File: src/rtl/memory_in_arbiter.sv
// Request-side memory arbiter: grants cache or instruction fetch, then runs a 4-phase req/ack to memory.
// Optional MEM_ARB_ROUND_ROBIN_EN alternates tie winners; without it instruction fetch always wins ties.
module memory_in_arbiter #(
    parameter int DATA_W         = 16,
    parameter int TIMEOUT_CYCLES = 255
) (
    input  logic              clk,
    input  logic              rst_n,
    input  logic              instr_req,
    input  logic [DATA_W-1:0] instr_in,
    output logic              instr_ack,
    input  logic              cache_req,
    input  logic [DATA_W-1:0] cache_in,
    output logic              cache_ack,
    output logic [DATA_W-1:0] mem_out,
    output logic              mem_req,
    input  logic              mem_ack,
    output logic [1:0]        PH0,
    output logic [1:0]        PH1,
    output logic              timeout_err
);

    localparam int CNT_W = (TIMEOUT_CYCLES > 0) ? $clog2(TIMEOUT_CYCLES + 1) : 1;
    localparam logic [CNT_W-1:0] CNT_MAX   = {CNT_W{1'b1}};
    localparam logic [CNT_W-1:0] CNT_LIMIT = CNT_W'(TIMEOUT_CYCLES);
    localparam logic [1:0] PH_ACTIVE = 2'b10;
    localparam logic [1:0] PH_IDLE   = 2'b01;

    typedef enum logic [2:0] {
        S_IDLE  = 3'd0,
        S_SETUP = 3'd1,
        S_REQ   = 3'd2,
        S_REL   = 3'd3,
        S_DONE  = 3'd4
    } state_t;

    typedef enum logic {
        GNT_INSTR = 1'b0,
        GNT_CACHE = 1'b1
    } gnt_t;

    state_t            state_q, state_d;
    gnt_t              grant_q, grant_d;
    logic [DATA_W-1:0] mem_out_q, mem_out_d;
    logic              mem_req_q, mem_req_d;
    logic              instr_ack_q, instr_ack_d;
    logic              cache_ack_q, cache_ack_d;
    logic              timeout_err_q, timeout_err_d;
    logic              rel_hold_q, rel_hold_d;
    logic [1:0]        ph0_q, ph0_d;
    logic [1:0]        ph1_q, ph1_d;
    logic [CNT_W-1:0]  cnt_q, cnt_d;
    logic [CNT_W-1:0]  cnt_inc_s;
    logic              timeout_hit_s;
    logic              pick_cache_s;
    logic              owner_released_s;
`ifdef MEM_ARB_ROUND_ROBIN_EN
    gnt_t              last_grant_q, last_grant_d;
`endif

    // Winner selection for the IDLE grant
    always_comb begin
        pick_cache_s = 1'b0;
        if (instr_req && cache_req) begin
`ifdef MEM_ARB_ROUND_ROBIN_EN
            pick_cache_s = (last_grant_q == GNT_INSTR);
`else
            pick_cache_s = 1'b0;
`endif
        end else if (cache_req) begin
            pick_cache_s = 1'b1;
        end else begin
            pick_cache_s = 1'b0;
        end
    end

    // Saturating timeout counter increment and abort detection
    always_comb begin
        if (cnt_q == CNT_MAX) begin
            cnt_inc_s = cnt_q;
        end else begin
            cnt_inc_s = cnt_q + CNT_W'(1);
        end
        timeout_hit_s    = (TIMEOUT_CYCLES != 0) && (cnt_inc_s == CNT_LIMIT);
        owner_released_s = (grant_q == GNT_CACHE) ? !cache_req : !instr_req;
    end

    // Next-state and registered-output logic
    always_comb begin
        state_d       = state_q;
        grant_d       = grant_q;
        mem_out_d     = mem_out_q;
        mem_req_d     = mem_req_q;
        instr_ack_d   = instr_ack_q;
        cache_ack_d   = cache_ack_q;
        timeout_err_d = 1'b0;
        rel_hold_d    = rel_hold_q;
        ph0_d         = ph0_q;
        ph1_d         = ph1_q;
        cnt_d         = cnt_q;
`ifdef MEM_ARB_ROUND_ROBIN_EN
        last_grant_d  = last_grant_q;
`endif
        case (state_q)
            S_IDLE: begin
                if ((instr_req || cache_req) && !mem_ack) begin
                    state_d = S_SETUP;
                    if (pick_cache_s) begin
                        grant_d   = GNT_CACHE;
                        mem_out_d = cache_in;
                        ph0_d     = PH_IDLE;
                        ph1_d     = PH_ACTIVE;
                    end else begin
                        grant_d   = GNT_INSTR;
                        mem_out_d = instr_in;
                        ph0_d     = PH_ACTIVE;
                        ph1_d     = PH_IDLE;
                    end
`ifdef MEM_ARB_ROUND_ROBIN_EN
                    last_grant_d = pick_cache_s ? GNT_CACHE : GNT_INSTR;
`endif
                end else begin
                    state_d = S_IDLE;
                end
            end
            S_SETUP: begin
                mem_req_d = 1'b1;
                cnt_d     = '0;
                state_d   = S_REQ;
            end
            S_REQ: begin
                cnt_d = cnt_inc_s;
                if (timeout_hit_s) begin
                    timeout_err_d = 1'b1;
                    mem_req_d     = 1'b0;
                    mem_out_d     = '0;
                    ph0_d         = PH_IDLE;
                    ph1_d         = PH_IDLE;
                    cnt_d         = '0;
                    state_d       = S_IDLE;
                end else if (mem_ack) begin
                    mem_req_d  = 1'b0;
                    rel_hold_d = 1'b1;
                    state_d    = S_REL;
                end else begin
                    state_d = S_REQ;
                end
            end
            S_REL: begin
                // rel_hold_q spaces the requester ack two cycles past the mem_req fall
                cnt_d      = cnt_inc_s;
                rel_hold_d = 1'b0;
                if (timeout_hit_s) begin
                    timeout_err_d = 1'b1;
                    mem_req_d     = 1'b0;
                    mem_out_d     = '0;
                    ph0_d         = PH_IDLE;
                    ph1_d         = PH_IDLE;
                    cnt_d         = '0;
                    state_d       = S_IDLE;
                end else if (!mem_ack && !rel_hold_q) begin
                    mem_out_d = '0;
                    ph0_d     = PH_IDLE;
                    ph1_d     = PH_IDLE;
                    if (grant_q == GNT_CACHE) begin
                        cache_ack_d = 1'b1;
                    end else begin
                        instr_ack_d = 1'b1;
                    end
                    state_d = S_DONE;
                end else begin
                    state_d = S_REL;
                end
            end
            S_DONE: begin
                if (owner_released_s) begin
                    instr_ack_d = 1'b0;
                    cache_ack_d = 1'b0;
                    state_d     = S_IDLE;
                end else begin
                    state_d = S_DONE;
                end
            end
            default: begin
                state_d     = S_IDLE;
                mem_req_d   = 1'b0;
                mem_out_d   = '0;
                instr_ack_d = 1'b0;
                cache_ack_d = 1'b0;
                ph0_d       = PH_IDLE;
                ph1_d       = PH_IDLE;
                cnt_d       = '0;
            end
        endcase
    end

    // State and output registers with synchronous active-low reset
    always_ff @(posedge clk) begin
        if (!rst_n) begin
            state_q       <= S_IDLE;
            grant_q       <= GNT_INSTR;
            mem_out_q     <= '0;
            mem_req_q     <= 1'b0;
            instr_ack_q   <= 1'b0;
            cache_ack_q   <= 1'b0;
            timeout_err_q <= 1'b0;
            rel_hold_q    <= 1'b0;
            ph0_q         <= PH_IDLE;
            ph1_q         <= PH_IDLE;
            cnt_q         <= '0;
`ifdef MEM_ARB_ROUND_ROBIN_EN
            last_grant_q  <= GNT_CACHE;
`endif
        end else begin
            state_q       <= state_d;
            grant_q       <= grant_d;
            mem_out_q     <= mem_out_d;
            mem_req_q     <= mem_req_d;
            instr_ack_q   <= instr_ack_d;
            cache_ack_q   <= cache_ack_d;
            timeout_err_q <= timeout_err_d;
            rel_hold_q    <= rel_hold_d;
            ph0_q         <= ph0_d;
            ph1_q         <= ph1_d;
            cnt_q         <= cnt_d;
`ifdef MEM_ARB_ROUND_ROBIN_EN
            last_grant_q  <= last_grant_d;
`endif
        end
    end

    assign mem_out     = mem_out_q;
    assign mem_req     = mem_req_q;
    assign instr_ack   = instr_ack_q;
    assign cache_ack   = cache_ack_q;
    assign PH0         = ph0_q;
    assign PH1         = ph1_q;
    assign timeout_err = timeout_err_q;

endmodule

File: config.mk
export PLATFORM = sky130hd
export DESIGN_NAME = memory_in_arbiter
export DESIGN_NICKNAME = d
export VERILOG_FILES = /design/src/rtl/memory_in_arbiter.sv
export SDC_FILE = /design/constraint.sdc
export NUM_CORES = 1
export LEC_CHECK = 0
export BUFFER_PORTS_ARGS = -buffer_cell sky130_fd_sc_hd__buf_2
export CORE_UTILIZATION = 47
export DETAILED_ROUTE_END_ITERATION = 16
export PLACE_DENSITY = 0.73
export RECOVER_POWER = 50
export SLEW_MARGIN = 10
export SYNTH_ARGS = -nofsm -noshare
export SYNTH_HDL_FRONTEND = slang
export SYNTH_SLANG_ARGS = --single-unit
File: constraint.sdc
create_clock -name clk -period 3.12 [get_ports clk]
set_input_delay 0.156 -clock clk [delete_from_list [all_inputs] [get_ports clk]]
set_output_delay 0.156 -clock clk [all_outputs]
set_load 0.02 [all_outputs]
# After elaboration in Yosys (flattened, before gate mapping)

Cells that the tools add are included.

Bits in registers: 37
Output and inout port bits: 24

Add/subtract/negate cells: 1
Eq/ne operators: 18
Muxes and demuxes: 46
Bitwise operators: 3
Reduce and logical (&&, ||, !) cells: 21

Operators with widths:

| cell                                                                  | number |
|---|---|
| 16-bit 2-to-1 mux                                                     | 5 |
| 16-bit case mux with 4 select lines                                   | 1 |
| 2-bit != test, second input constant                                  | 10 |
| 1-bit 2-to-1 mux                                                      | 19 |
| 8-bit equality test, second input constant                            | 2 |
| 2-bit 2-to-1 mux                                                      | 8 |
| 8-bit 2-to-1 mux                                                      | 2 |
| 2-bit case mux with 4 select lines                                    | 2 |
| 8-bit case mux with 2 select lines                                    | 1 |
| 3-bit case mux with 5 select lines                                    | 1 |
| 5-bit AND reduction                                                   | 2 |
| 3-bit 2-to-1 mux                                                      | 3 |
| 8-bit by 1-bit adder with 8-bit output, second input constant         | 1 |
| 3-bit by 2-bit equality test with 1-bit output, second input constant | 2 |
| 3-bit != test, second input constant                                  | 2 |
| 1-bit case mux with 3 select lines                                    | 2 |
| 3-bit AND reduction                                                   | 2 |
| 2-bit OR reduction                                                    | 3 |
| 1-bit logical NOT                                                     | 4 |
| 1-bit case mux with 4 select lines                                    | 1 |
| 2-bit AND reduction                                                   | 2 |
| 4-bit AND reduction                                                   | 1 |
| 3-bit by 1-bit equality test with 1-bit output, second input constant | 1 |
| 3-bit equality test, second input constant                            | 1 |
| other kinds (7)                                                       | 11 |

# Depth between registers and ports, before layout

Depth in word-level cells: 5
Mapped depth: 9
Gate-level depth less buffers: 7

# Worst setup path after synthesis

No wires, ideal clock.

Path kind: reg2reg
Start point: register cnt_q[0]
End point: register mem_out_q[4], in the netlist mem_out[4]
Arrival: 2040 ps
Slack: 965 ps
Stages on the path, launching flop included: 10
Period minus slack after synthesis: 2155 ps
Path through: dfxtp_1 > ha_1 > buf_2 > nand3_1 > or3_4 > a211oi_4 > a41oi_4 > buf_6 > nand3_2 > o21ai_2

Longest elaborated chain between the ends: 5
Elaborated cells between the ends (all ways): 9
Those cells by class: 1 x add/sub; 4 x eq/ne; 3 x mux; 1 x reduce/logical

Ends and longest elaborated chain:

| element                                                                                     | line   | RTL |
|---|---|---|
| start: declaration                                                                          | 52     | `logic [CNT_W-1:0] cnt_q, cnt_d;` |
| start signal: assignment                                                                    | 225    | `cnt_q <= cnt_d;` |
| 8-bit by 1-bit adder with 8-bit output / 8-bit equality test (equally long branches)        | 82, 79 |  |
| 8-bit 2-to-1 mux (*)                                                                        | 79     | `if (cnt_q == CNT_MAX) begin` |
| 8-bit equality test (*)                                                                     | 84     | `timeout_hit_s = (TIMEOUT_CYCLES != 0) && (cnt_inc_s == CNT_LIMIT);` |
| 3-bit != test (no line), or another cell as far along                                       | --     |  |
| 4-bit AND reduction (no line) / 16-bit case mux with 4 select lines (equally long branches) | --     |  |
| end signal: assignment                                                                      | 217    | `mem_out_q <= mem_out_d;` |
| end: declaration                                                                            | 44     | `logic [DATA_W-1:0] mem_out_q, mem_out_d;` |

Every way passes the cells marked *; elsewhere a longest branch is shown, timed or not.
A chain may end at the register's enable or synchronous reset.

# Worst setup path in the final report

Start point: register cnt_q[0]
End point: register ph1_q[0], in the netlist PH1[0]

Longest elaborated chain between the ends: 5
Elaborated cells between the ends (all ways): 9
Those cells by class: 1 x add/sub; 4 x eq/ne; 3 x mux; 1 x reduce/logical

Ends and longest elaborated chain:

| element                                                                                    | line   | RTL |
|---|---|---|
| 8-bit by 1-bit adder with 8-bit output / 8-bit equality test (equally long branches)       | 82, 79 |  |
| 8-bit 2-to-1 mux (*)                                                                       | 79     |  |
| 8-bit equality test (*)                                                                    | 84     |  |
| 3-bit != test (no line), or another cell as far along                                      | --     |  |
| 4-bit AND reduction (no line) / 2-bit case mux with 4 select lines (equally long branches) | --     |  |
| end signal: assignment                                                                     | 224    | `ph1_q <= ph1_d;` |
| end: declaration                                                                           | 51     | `logic [1:0] ph1_q, ph1_d;` |

Marked as above.

==> results_dict.tcl <==
set metrics [dict create \
    worstMarginPinSlew_ns 0.5122 \
    crit_type "reg2reg" \
    cts_tree "done" \
    clk_pin_slew_worst_paths_ns 0.07 \
    p_sw_w 0.0003278 \
    clock_latency_ns 0.28 \
    track_usage_pct 20.09 \
    htreeDepth 2 \
    antenna_found_initial 0 \
    synth_area_leader_cell "dfxtp_1" \
    pre_cts_ws_ns 0.6557 \
    endpoint_kind "flop" \
    core_um2 4115 \
    slew_viol_final 0 \
    grt_pass1_wl_um 7031 \
    grt_pass1_vias 1485 \
    drt_iter0_markers 164 \
    yosysWarningCount 0 \
    critPathArrivalTime_ns 2.79 \
    async_reset_ff_share_pct 0 \
    skew_ns 0.003095 \
    drc_errors 0 \
    slowest_stage "dfxtp_1" \
    syn_area_um2 2076 \
    seq_area_frac_synth_pct 35.68 \
    fin_crit_ns 2.574 \
    drive_gt1_share_pct 29.25 \
    vias 1898 \
    rows 23 \
    max_slew_margin_pct 65.85 \
    initial_core_util_pct 50.44 \
    gp_congestion 0.8702 \
    avgSynthCellArea_um2 8.722 \
    place_area_um2 2377 \
    setup-tns-final_ns 0 \
    p_leak_nw 0.9260 \
    cp.required_ns 3.34 \
    cts-root-buf "clkbuf_8" \
    dieWidth_um 68.46 \
    rsz0062_at_grt "no" \
    comb_power_share_pct 19.4 \
    fillers 395 \
    max_stage_delay_ns 0.41 \
    numCtsBuffers 5 \
    power_w 0.001175 \
    critPathMaxFanout 36 \
    synth_cell_types 49 \
    hold_class "in2reg" \
    die_y_um 68.46 \
    cts-resized-gates 0 \
    syn2layout_area_growth_pct 18.44 \
    portBuffers 60 \
    diodes 0 \
    path_cells "ha_1 -> nand3_1 -> or3_1 -> a211oi_4 -> a41oi_4 -> buf_4 -> nor2b_1 -> o21ai_1" \
    die_area_um2 4686 \
    clk_path_buf_depth 2 \
    setup_slack_ns 0.5463 \
    gr-total-overflow 0 \
    via_per_inst 5.517 \
    wl_per_cell_um 13.34 \
    final_area_um2 2459 \
    synth_area_leaders "dfxtp_1, a22o_1, o21ai_2, nand2_1, nand3_2" \
    synth-edff-count 0 \
    seqPwrFrac_pct 44.2 \
    hold_viol_final 0 \
    setup_viol_count_final 0 \
    clkSinkCount 37 \
    wl_um 4588 \
    post_cts_buffers 0 \
    max-cap-violations 0 \
    fin_crit_sh_pct 82.49 \
    status "finished clean" \
    fmax_mhz 388.5 \
    place_hpwl_um 3177 \
    clockPowerShare_pct 36.4 \
    grt_max_degree 37 \
    ys_ff_latch 37 \
    detail-route-antenna-nets 0 \
    firstDrtPassIters 4 \
    final_core_util_pct 59.74 \
    power.internal_w 0.0008473 \
    vdd_drop_max_uv 288.6 \
    pin_count 61 \
    syn_inst 238 \
    synthFlopType "dfxtp_1" \
    synth_top_area_share_pct 35.68 \
    netlist_top_cells_count "dfxtp_1, nand2_1, a22o_1, o21ai_2, nand3_2" \
    cts_hold_buf 0 \
    syn_nets 276 \
    p_per_area_nw_per_um2 478.0 \
    nNetsFinal 331 \
    startpoint_type "flop" \
    swShare_pct 27.89 \
]
[power by group through the flow]
stage	Combinational [W]	Sequential, W	Clock (W)
final	0.000228	0.000519	0.000428
after global routing	0.000251	0.000522	0.000452
after CTS	0.000235	0.000518	0.000438
after detailed placement	0.000235	0.000529	0
after global placement	0.000232	0.000528	0
after floorplan	0.000148	0.000549	0
[path summary, 6_finish.rpt]
path	start	end	slack, ns	depth (start not counted)
worst max-delay path	cnt_q[0]$_SDFFE_PN0N_	PH1[0]$_SDFFE_PN1P_	0.55	8
worst min-delay path	instr_req	PH0[1]$_SDFFE_PN0P_	0.19	3
worst max register to register	cnt_q[0]$_SDFFE_PN0N_	PH1[0]$_SDFFE_PN1P_	0.55	8
worst min register to register	mem_out[10]$_SDFFE_PN0P_	mem_out[10]$_SDFFE_PN0P_	0.45	2
[area by class of cell]
| cell class | count | area, µm² | area share (%) |
|---|---|---|---|
| multi-input cells | 179 | 1212 | 49.31 |
| flip-flops and latches | 37 | 740.7 | 30.13 |
| repair buffers | 65 | 307.8 | 12.52 |
| clock buffers | 7 | 86.33 | 3.511 |
| well taps | 50 | 62.56 | 2.545 |
| clock inverters | 1 | 30.03 | 1.221 |
| inverters | 5 | 18.77 | 0.7634 |
[sequential cells by signal (all words and copies together) (netlist names)]
signal / cells
timeout_err: 1
PH1: 2
instr_ack: 1
PH0: 2
state_q: 3
cache_ack: 1
cnt_q: 8
rel_hold_q: 1
grant_q: 1
mem_out: 16
mem_req: 1
[through the flow]
stage / instances / hold WS, ns
after floorplan: 238 / 0.3025
after global placement: 336 / 0.4387
after detailed placement: 336 / 0.4437
after CTS: 344 / 0.1897
after global routing: 344 / 0.2067
final: 344 / 0.1938
[layer usage]
layer / vias up / wire length (µm) / part of all wire (%) / global-route usage, %
li1: 986 / - / - / -
met2: 60 / 2081 / 45 / 30.02
met5: - / 0 / 0 / 0
met3: 5 / 251 / 5.5 / 3.500
met1: 847 / 2187 / 48 / 28.13
met4: 0 / 68 / 1.5 / 8.333
[critical path, delay by kind of cell, from the launching register on]
| kind | cells | cell delay, ns |
|---|---|---|
| simple gates | 3 | 0.80 |
| compound gates | 3 | 0.58 |
| flops | 1 | 0.41 |
| fa+ha+maj | 1 | 0.39 |
| buf+inv | 1 | 0.31 |
[placed cells by master (no fill, tap or decap), types with 3 or more instances in the layout]
cell,netlist,routed
clkbuf_1,8,25
nand3_1,12,12
o21ai_1,3,3
and3_1,3,3
o21ai_2,16,16
o21ai_0,3,3
nor2_1,12,12
a22o_1,16,16
buf_4,0,5
nor2b_1,4,4
a21oi_1,11,11
nand3_2,13,13
and2_1,3,3
nor3_1,3,3
clkbuf_8,0,6
inv_1,4,4
buf_2,4,36
a31oi_1,6,6
nand2_1,37,37
o211ai_1,3,3
dfxtp_1,37,37
[cell families after synthesis]
group,synth area share (%)
adders and majority gates,0.6027
and+or+nand+nor,28.93
AOI/OAI and AO/OA,28.63
DFF,35.68
buffers and inverters,5.665
muxes,0.4822
Note: power is estimated with default switching activity, not from simulation.
